`config.mk`:
```
export PLATFORM = sky130hd
export DESIGN_NAME = fifo_sync
export DESIGN_NICKNAME = d
export VERILOG_FILES = /design/src/rtl/fifo_pkg.sv /design/src/rtl/fifo_mem.sv /design/src/rtl/fifo_sync.sv
export SDC_FILE = /design/constraint.sdc
export NUM_CORES = 1
export LEC_CHECK = 0
export ABC_AREA = 1
export CORE_MARGIN = 5
export CORE_UTILIZATION = 49
export DETAILED_ROUTE_END_ITERATION = 10
export PLACE_DENSITY_LB_ADDON = 0.3
export SLEW_MARGIN = 25
export SYNTH_ARGS = -nofsm -noshare
export SYNTH_HDL_FRONTEND = slang
export SYNTH_HIERARCHICAL = 1
export SYNTH_SLANG_ARGS = --single-unit
```
`constraint.sdc`:
```
create_clock -name clk -period 1.3 [get_ports clk]
set_clock_uncertainty 0.1 [all_clocks]
set_input_delay 0.325 -clock clk [delete_from_list [all_inputs] [get_ports clk]]
set_output_delay 0.325 -clock clk [all_outputs]
set_load 0.02 [all_outputs]
```
`src/rtl/fifo_pkg.sv`:
```
// fifo_pkg: shared defaults and types for the fifo_sync lane buffer.
// Holds default geometry, occupancy thresholds, the back-pressure FSM
// state encoding and the per-cycle request decode structure.

package fifo_pkg;

   localparam int FIFO_DATA_WIDTH_DEF   = 6;
   localparam int FIFO_ADDR_WIDTH_DEF   = 2;
   localparam int FIFO_ALMOST_FULL_DEF  = 3;
   localparam int FIFO_ALMOST_EMPTY_DEF = 1;

   // Back-pressure FSM; encoding is visible to the controller via fifo_pause.
   typedef enum logic {
      RUN   = 1'b0,
      PAUSE = 1'b1
   } pause_state_e;

   // One cycle's worth of decoded controller requests.
   typedef struct packed {
      logic push;
      logic pop;
      logic overflow;
      logic underflow;
   } fifo_req_t;

   function automatic int fifo_depth(input int addr_width);
      return 1 << addr_width;
   endfunction

endpackage

```
`src/rtl/fifo_mem.sv`:
```
// fifo_mem: storage array for fifo_sync.
// One write port and one registered read port. The read register clears
// on reset and otherwise holds its value until the next read enable.
// When read and write address match in the same cycle, the read returns
// the word stored before this edge (the oldest entry of a full FIFO).

module fifo_mem
   import fifo_pkg::*;
#(
   parameter int DATA_WIDTH = FIFO_DATA_WIDTH_DEF,
   parameter int ADDR_WIDTH = FIFO_ADDR_WIDTH_DEF
) (
   input  logic                  clk_i,
   input  logic                  rst_ni,
   input  logic                  wr_en_i,
   input  logic [ADDR_WIDTH-1:0] wr_addr_i,
   input  logic [DATA_WIDTH-1:0] wr_data_i,
   input  logic                  rd_en_i,
   input  logic [ADDR_WIDTH-1:0] rd_addr_i,
   output logic [DATA_WIDTH-1:0] rd_data_o
);

   localparam int DEPTH = fifo_depth(ADDR_WIDTH);

   logic [DATA_WIDTH-1:0] mem_q [DEPTH];
   logic [DATA_WIDTH-1:0] rd_data_q;

   // Array contents need no reset: pointers and count define what is valid.
   always_ff @(posedge clk_i) begin
      if (wr_en_i) begin
         mem_q[wr_addr_i] <= wr_data_i;
      end
   end

   // Registered read port, held between accepted pops.
   always_ff @(posedge clk_i or negedge rst_ni) begin
      if (!rst_ni) begin
         rd_data_q <= '0;
      end else if (rd_en_i) begin
         rd_data_q <= mem_q[rd_addr_i];
      end
   end

   assign rd_data_o = rd_data_q;

endmodule

```
`src/rtl/fifo_sync.sv`:
```
// fifo_sync: synchronous FIFO lane with occupancy flags, hysteretic
// back-pressure (fifo_pause) and overflow/underflow reporting.
// Build option FIFO_ERROR_STICKY_EN: when defined fifo_error latches until
// reset; when undefined it pulses for one cycle after each violation.
//
// Pause FSM states:
//   state | meaning
//   RUN   | controller may push freely, fifo_pause = 0
//   PAUSE | occupancy reached ALMOST_FULL_LVL, held until it drains to
//         | ALMOST_EMPTY_LVL or below, fifo_pause = 1

module fifo_sync
   import fifo_pkg::*;
#(
   parameter int DATA_WIDTH       = FIFO_DATA_WIDTH_DEF,
   parameter int ADDR_WIDTH       = FIFO_ADDR_WIDTH_DEF,
   parameter int ALMOST_FULL_LVL  = FIFO_ALMOST_FULL_DEF,
   parameter int ALMOST_EMPTY_LVL = FIFO_ALMOST_EMPTY_DEF
) (
   input  logic                  clk,
   input  logic                  reset,
   input  logic                  write,
   input  logic                  read,
   input  logic [DATA_WIDTH-1:0] data_in,
   output logic [DATA_WIDTH-1:0] data_out,
   output logic                  valid_out,
   output logic                  fifo_empty,
   output logic                  Fifo_full,
   output logic                  almost_empty,
   output logic                  almost_full,
   output logic                  fifo_pause,
   output logic                  fifo_error
);

   localparam int                  DEPTH    = fifo_depth(ADDR_WIDTH);
   localparam int                  CNT_W    = ADDR_WIDTH + 1;
   localparam logic [CNT_W-1:0]    CNT_FULL = CNT_W'(DEPTH);
   localparam logic [CNT_W-1:0]    CNT_AF   = CNT_W'(ALMOST_FULL_LVL);
   localparam logic [CNT_W-1:0]    CNT_AE   = CNT_W'(ALMOST_EMPTY_LVL);
   localparam logic [CNT_W-1:0]    CNT_ONE  = CNT_W'(1);
   localparam logic [ADDR_WIDTH-1:0] PTR_ONE = ADDR_WIDTH'(1);

   logic [1:0]            rst_sync_q;
   logic                  rst_n;

   logic [ADDR_WIDTH-1:0] wr_ptr_q, wr_ptr_d;
   logic [ADDR_WIDTH-1:0] rd_ptr_q, rd_ptr_d;
   logic [CNT_W-1:0]      count_q, count_d;
   logic                  valid_q;
   logic                  error_q, error_d;
   pause_state_e          state_q;
   logic                  pause_q;
   fifo_req_t             req;

   // Reset asserts asynchronously, releases two clocks after the pin rises.
   always_ff @(posedge clk or negedge reset) begin
      if (!reset) begin
         rst_sync_q <= 2'b00;
      end else begin
         rst_sync_q <= {rst_sync_q[0], 1'b1};
      end
   end

   assign rst_n = rst_sync_q[1];

   // Status flags decode the registered occupancy.
   assign fifo_empty   = (count_q == '0);
   assign Fifo_full    = (count_q == CNT_FULL);
   assign almost_empty = (count_q <= CNT_AE);
   assign almost_full  = (count_q >= CNT_AF);

   // Accept/reject decision. A pop frees the slot a same-cycle push needs,
   // but a push into an empty FIFO never feeds a same-cycle pop.
   always_comb begin
      req           = '0;
      req.pop       = read && !fifo_empty;
      req.push      = write && (!Fifo_full || req.pop);
      req.overflow  = write && Fifo_full && !req.pop;
      req.underflow = read && fifo_empty;
   end

   // Next pointer and occupancy values.
   always_comb begin
      wr_ptr_d = wr_ptr_q;
      rd_ptr_d = rd_ptr_q;
      count_d  = count_q;
      if (req.push) begin
         wr_ptr_d = wr_ptr_q + PTR_ONE;
      end
      if (req.pop) begin
         rd_ptr_d = rd_ptr_q + PTR_ONE;
      end
      unique case ({req.push, req.pop})
         2'b10:   count_d = count_q + CNT_ONE;
         2'b01:   count_d = count_q - CNT_ONE;
         default: count_d = count_q;
      endcase
   end

   // Error flag next value; sticky build accumulates until reset.
`ifdef FIFO_ERROR_STICKY_EN
   assign error_d = error_q | req.overflow | req.underflow;
`else
   assign error_d = req.overflow | req.underflow;
`endif

   // Pointer, count, valid and error registers.
   always_ff @(posedge clk or negedge rst_n) begin
      if (!rst_n) begin
         wr_ptr_q <= '0;
         rd_ptr_q <= '0;
         count_q  <= '0;
         valid_q  <= 1'b0;
         error_q  <= 1'b0;
      end else begin
         wr_ptr_q <= wr_ptr_d;
         rd_ptr_q <= rd_ptr_d;
         count_q  <= count_d;
         valid_q  <= req.pop;
         error_q  <= error_d;
      end
   end

   // Hysteretic back-pressure FSM, stepping on the same edge as count.
   always_ff @(posedge clk or negedge rst_n) begin
      if (!rst_n) begin
         state_q <= RUN;
         pause_q <= 1'b0;
      end else begin
         unique case (state_q)
            RUN: begin
               if (count_d >= CNT_AF) begin
                  state_q <= PAUSE;
                  pause_q <= 1'b1;
               end
            end
            PAUSE: begin
               if (count_d <= CNT_AE) begin
                  state_q <= RUN;
                  pause_q <= 1'b0;
               end
            end
         endcase
      end
   end

   fifo_mem #(
      .DATA_WIDTH (DATA_WIDTH),
      .ADDR_WIDTH (ADDR_WIDTH)
   ) u_mem (
      .clk_i     (clk),
      .rst_ni    (rst_n),
      .wr_en_i   (req.push),
      .wr_addr_i (wr_ptr_q),
      .wr_data_i (data_in),
      .rd_en_i   (req.pop),
      .rd_addr_i (rd_ptr_q),
      .rd_data_o (data_out)
   );

   assign valid_out  = valid_q;
   assign fifo_pause = pause_q;
   assign fifo_error = error_q;

endmodule

```
==> metrics list <==
- The final hold violation count is 0.
- CTS Root Cell: clkbuf_8
* Most frequent cells in the layout: nand2_1, inv_1, buf_4, edfxtp_1
- Placed cell count: 302
- Net switching power: 2.87 mW
- The die covers 5400 um^2.
* Die Ht: 73.5 um
- After filler insertion, the fill cell instance count of the layout stands at 238.
* Category of the worst setup path capture point: flip-flop
- Internal Power: 4.65 mW
* DR pass1 iterations: 4
* Total routing resource utilization after global routing: 0.187
* Buffers from clock root to sink, at most: 2
* Post-synth cell types: 24
- Maximum achievable frequency: 521 MHz
- Residual antenna-violating net count after detailed routing: 0
- Yosys mapped a number of flops with a built-in enable equal to 24.
- Endpoint of the worst register-to-register path: fifo_pause$_DFFE_PN0P_
- Number of nets in the final layout: 295
- Flop pwr share: 0.277
- Number of slew-limit violations in the final report: 0
- In the synthesized netlist the dominant register cell turns out to be edfxtp_1.
* Register area share after synthesis: 0.606
- In the final routed layout, each cell accounts on average for 14.1 um.
- DRC viols: 0
- Maximum cell stage delay along the critical path: 430 ps
- Placer Congestion: 0.802
* Max-cap violation count: 0
* Global-route wire length before repair: 7330 um
- Entering global routing, the biggest net connects 16 pins.
* # diodes: 0
* Top Ports: 23
- VDD sags by at most 1520 uV.
- Wires add up to 4680 um.
- R2r startpoint: count_q[1]$_DFF_PN0_
* Layout Area Growth over Synthesis: 53.8%
- Slowest library cell on the worst path: dfrtp_1
- Arrival time worst endpoint: 2020 ps
- Share of power burned in the clock network: 0.165
- Die X-Extent: 73.5 um
- When the netlist entered floorplanning its net count stood at 219.
* Run status: complete, but fails checks
- In this run the cell area of the synthesized design comes to 1970 um^2.
- Vias in the first global route: 1537
* Gate count of the mapped netlist: 205
- Inserted Clock Buffers: 5
* Mapped Avg Cell Area: 9.63 um^2
- The final route contains 1581 vias.
* Max H-tree Level: 2
* CP Buf/Inv Count: 4
- Reg area: 1200 um^2
- Violated checks: negative setup slack
* Skew-Pair Late Insertion Delay: 300 ps
- Setup repair after global routing missed its margin: yes
- Area of the core: 3940 um^2
* Antenna violations before repair: 0
- Total area of multi-input combinational cells: 811 um^2
- Power density over the cells: 2480 nW/um^2
- For this configuration, the core starts out at a cell density of 0.500.
- Final global-route overflow total: 0
- WP data required: 1400 ps
* Final period utilization: 1.48
- # rows: 23
- Combinational group share of total power: 0.559
- The clock net in this run drives a total of 43 sinks.
- For this block, the initial DRC count from the detailed router was 100.
- Vias per cell: 4.76
* Delay-heaviest family, CP: simple AND/OR/NAND/NOR gates
- After legalization and detailed placement, the total HPWL measured 2870 um.
* Maximum fanout along the worst path: 5
- TritonCTS clock tree: built
* Leak Pwr: 1.51 nW
* Share of layout cells above drive strength 1: 0.429
- Final hold analysis gives a worst-case slack of 78.3 ps.
* Fraction of the core area covered by cells at the end of the flow: 0.770
- Most common cell after layout, fill and taps aside: nand2_1
- Counting flops with an async set or reset pin after synthesis yields a share of 0.442.
* Worst min-delay path category: input port to async pin
- Port Buffer Count: 22
* CP cell instances: inv_2, ha_4, nand2_4, buf_6, nand2_8, nand3_4, nand2_4, nor2_4, nor2_4, buf_4, nand3b_1, nand2_1, inv_1
* Yosys synthesis warning count: 6
- Cell Count, Final, Fillers Out: 332
- The worst path in the final design needs a cycle of 1920 ps, including I/O delays and setup.
- Count of state elements after synthesis: 43
- The setup check on the worst reg-to-reg path leaves a slack of -620 ps.
- Of the total power, the share spent switching nets is 0.382.
* Number of cells traversed by the worst register-to-register path: 13
- The worst setup path is of the flip-flop to flip-flop kind.
- The critical path starts at count_q[1]$_DFF_PN0_.
* Final sum of negative setup slack: -18100 ps
- Minimum setup slack in the final design: -619 ps
- Nature of the critical path startpoint: flip-flop
* Post-CTS clock slew at the launch and capture registers of the worst setup and hold paths: 80 ps
- The design draws 7.52 mW.
* Final setup fails: 45
[power groups by stage]
stage,logic [mW],registers (mW),clock network [mW]
floorplan,1.67,2.30,0
global placement,3.12,2.07,0
detailed placement,3.18,2.08,0
CTS,3.51,2.06,1.24
global route,4.57,2.12,1.33
finish,4.20,2.08,1.24
[flip-flops by register name, indices dropped and copies added, names as in the netlist]
name and cells:
wr_ptr_q 2, u_mem/mem_q 24, fifo_error 1, fifo_pause 1, valid_out 1, rd_ptr_q 2, rst_sync_q 2, count_q 3
state_q 1, u_mem/rd_data_o 6
[logic make-up (layout without fill, tap and decap cells)]
logic type	after synthesis	in the layout	synth area share
and+or+nand+nor	103	103	0.242
adders and majority gates	4	4	0.0254
DFF	43	43	0.606
other	1	1	0.00190
xor gates and xnor gates	3	3	0.0133
buffers and inverters	47	124	0.0951
AOI/OAI and AO/OA	4	4	0.0165
[synth_stat cells, types with 2 or more instances]
library cell	n	share of area
nand2_1	60	0.11
inv_1	43	0.082
edfxtp_1	24	0.37
dfrtp_1	19	0.24
nand3_1	16	0.041
nor2_1	10	0.019
ha_1	4	0.025
nor3_1	4	0.010
nand2_2	3	0.0095
nand2_4	3	0.017
xor2_1	3	0.013
inv_2	2	0.0038
nand4_1	2	0.0063
nor2_2	2	0.0063
[stage by stage]
| stage | setup WS, ps | area [um^2] |
|---|---|---|
| after global placement | -608 | 2540 |
| after floorplan | -401 | 2060 |
| after CTS | -511 | 2820 |
| after detailed placement | -654 | 2540 |
| final | -619 | 3030 |
| after global routing | -738 | 3030 |
[worst max path at each step]
stage | endpoint | depth (start not counted)
2_1_floorplan | u_mem/mem_q[2][0]$_DFFE_PP_ | 9
3_3_place_gp | u_mem/mem_q[2][0]$_DFFE_PP_ | 7
3_5_place_dp | u_mem/mem_q[2][5]$_DFFE_PP_ | 7
4_1_cts | almost_full | 5
5_1_grt | fifo_pause$_DFFE_PN0P_ | 14
6_report | fifo_pause$_DFFE_PN0P_ | 13
[layer usage]
layer  GRT usage  routed length [um]
met3      0.0465                 190
met5           0                   0
met1       0.225                1960
met2       0.309                2450
met4      0.0926                  77
[layout make-up]
class,count,area share
Sequential cell,43,0.394
Multi-Input combinational cell,115,0.267
Timing Repair Buffer,71,0.211
Inverter,45,0.0623
Clock buffer,5,0.0227
Clock inverter,3,0.0223
Tap cell,50,0.0206
[repair_timing]
item,4_1_cts,5_1_grt
pin swaps,17,25
hold buffers,1,0
hold endpoints to repair,2,0
setup buffers,9,15
gates resized for setup,91,32
setup endpoints to repair,53,50
Note: power is estimated with default switching activity, not from simulation.
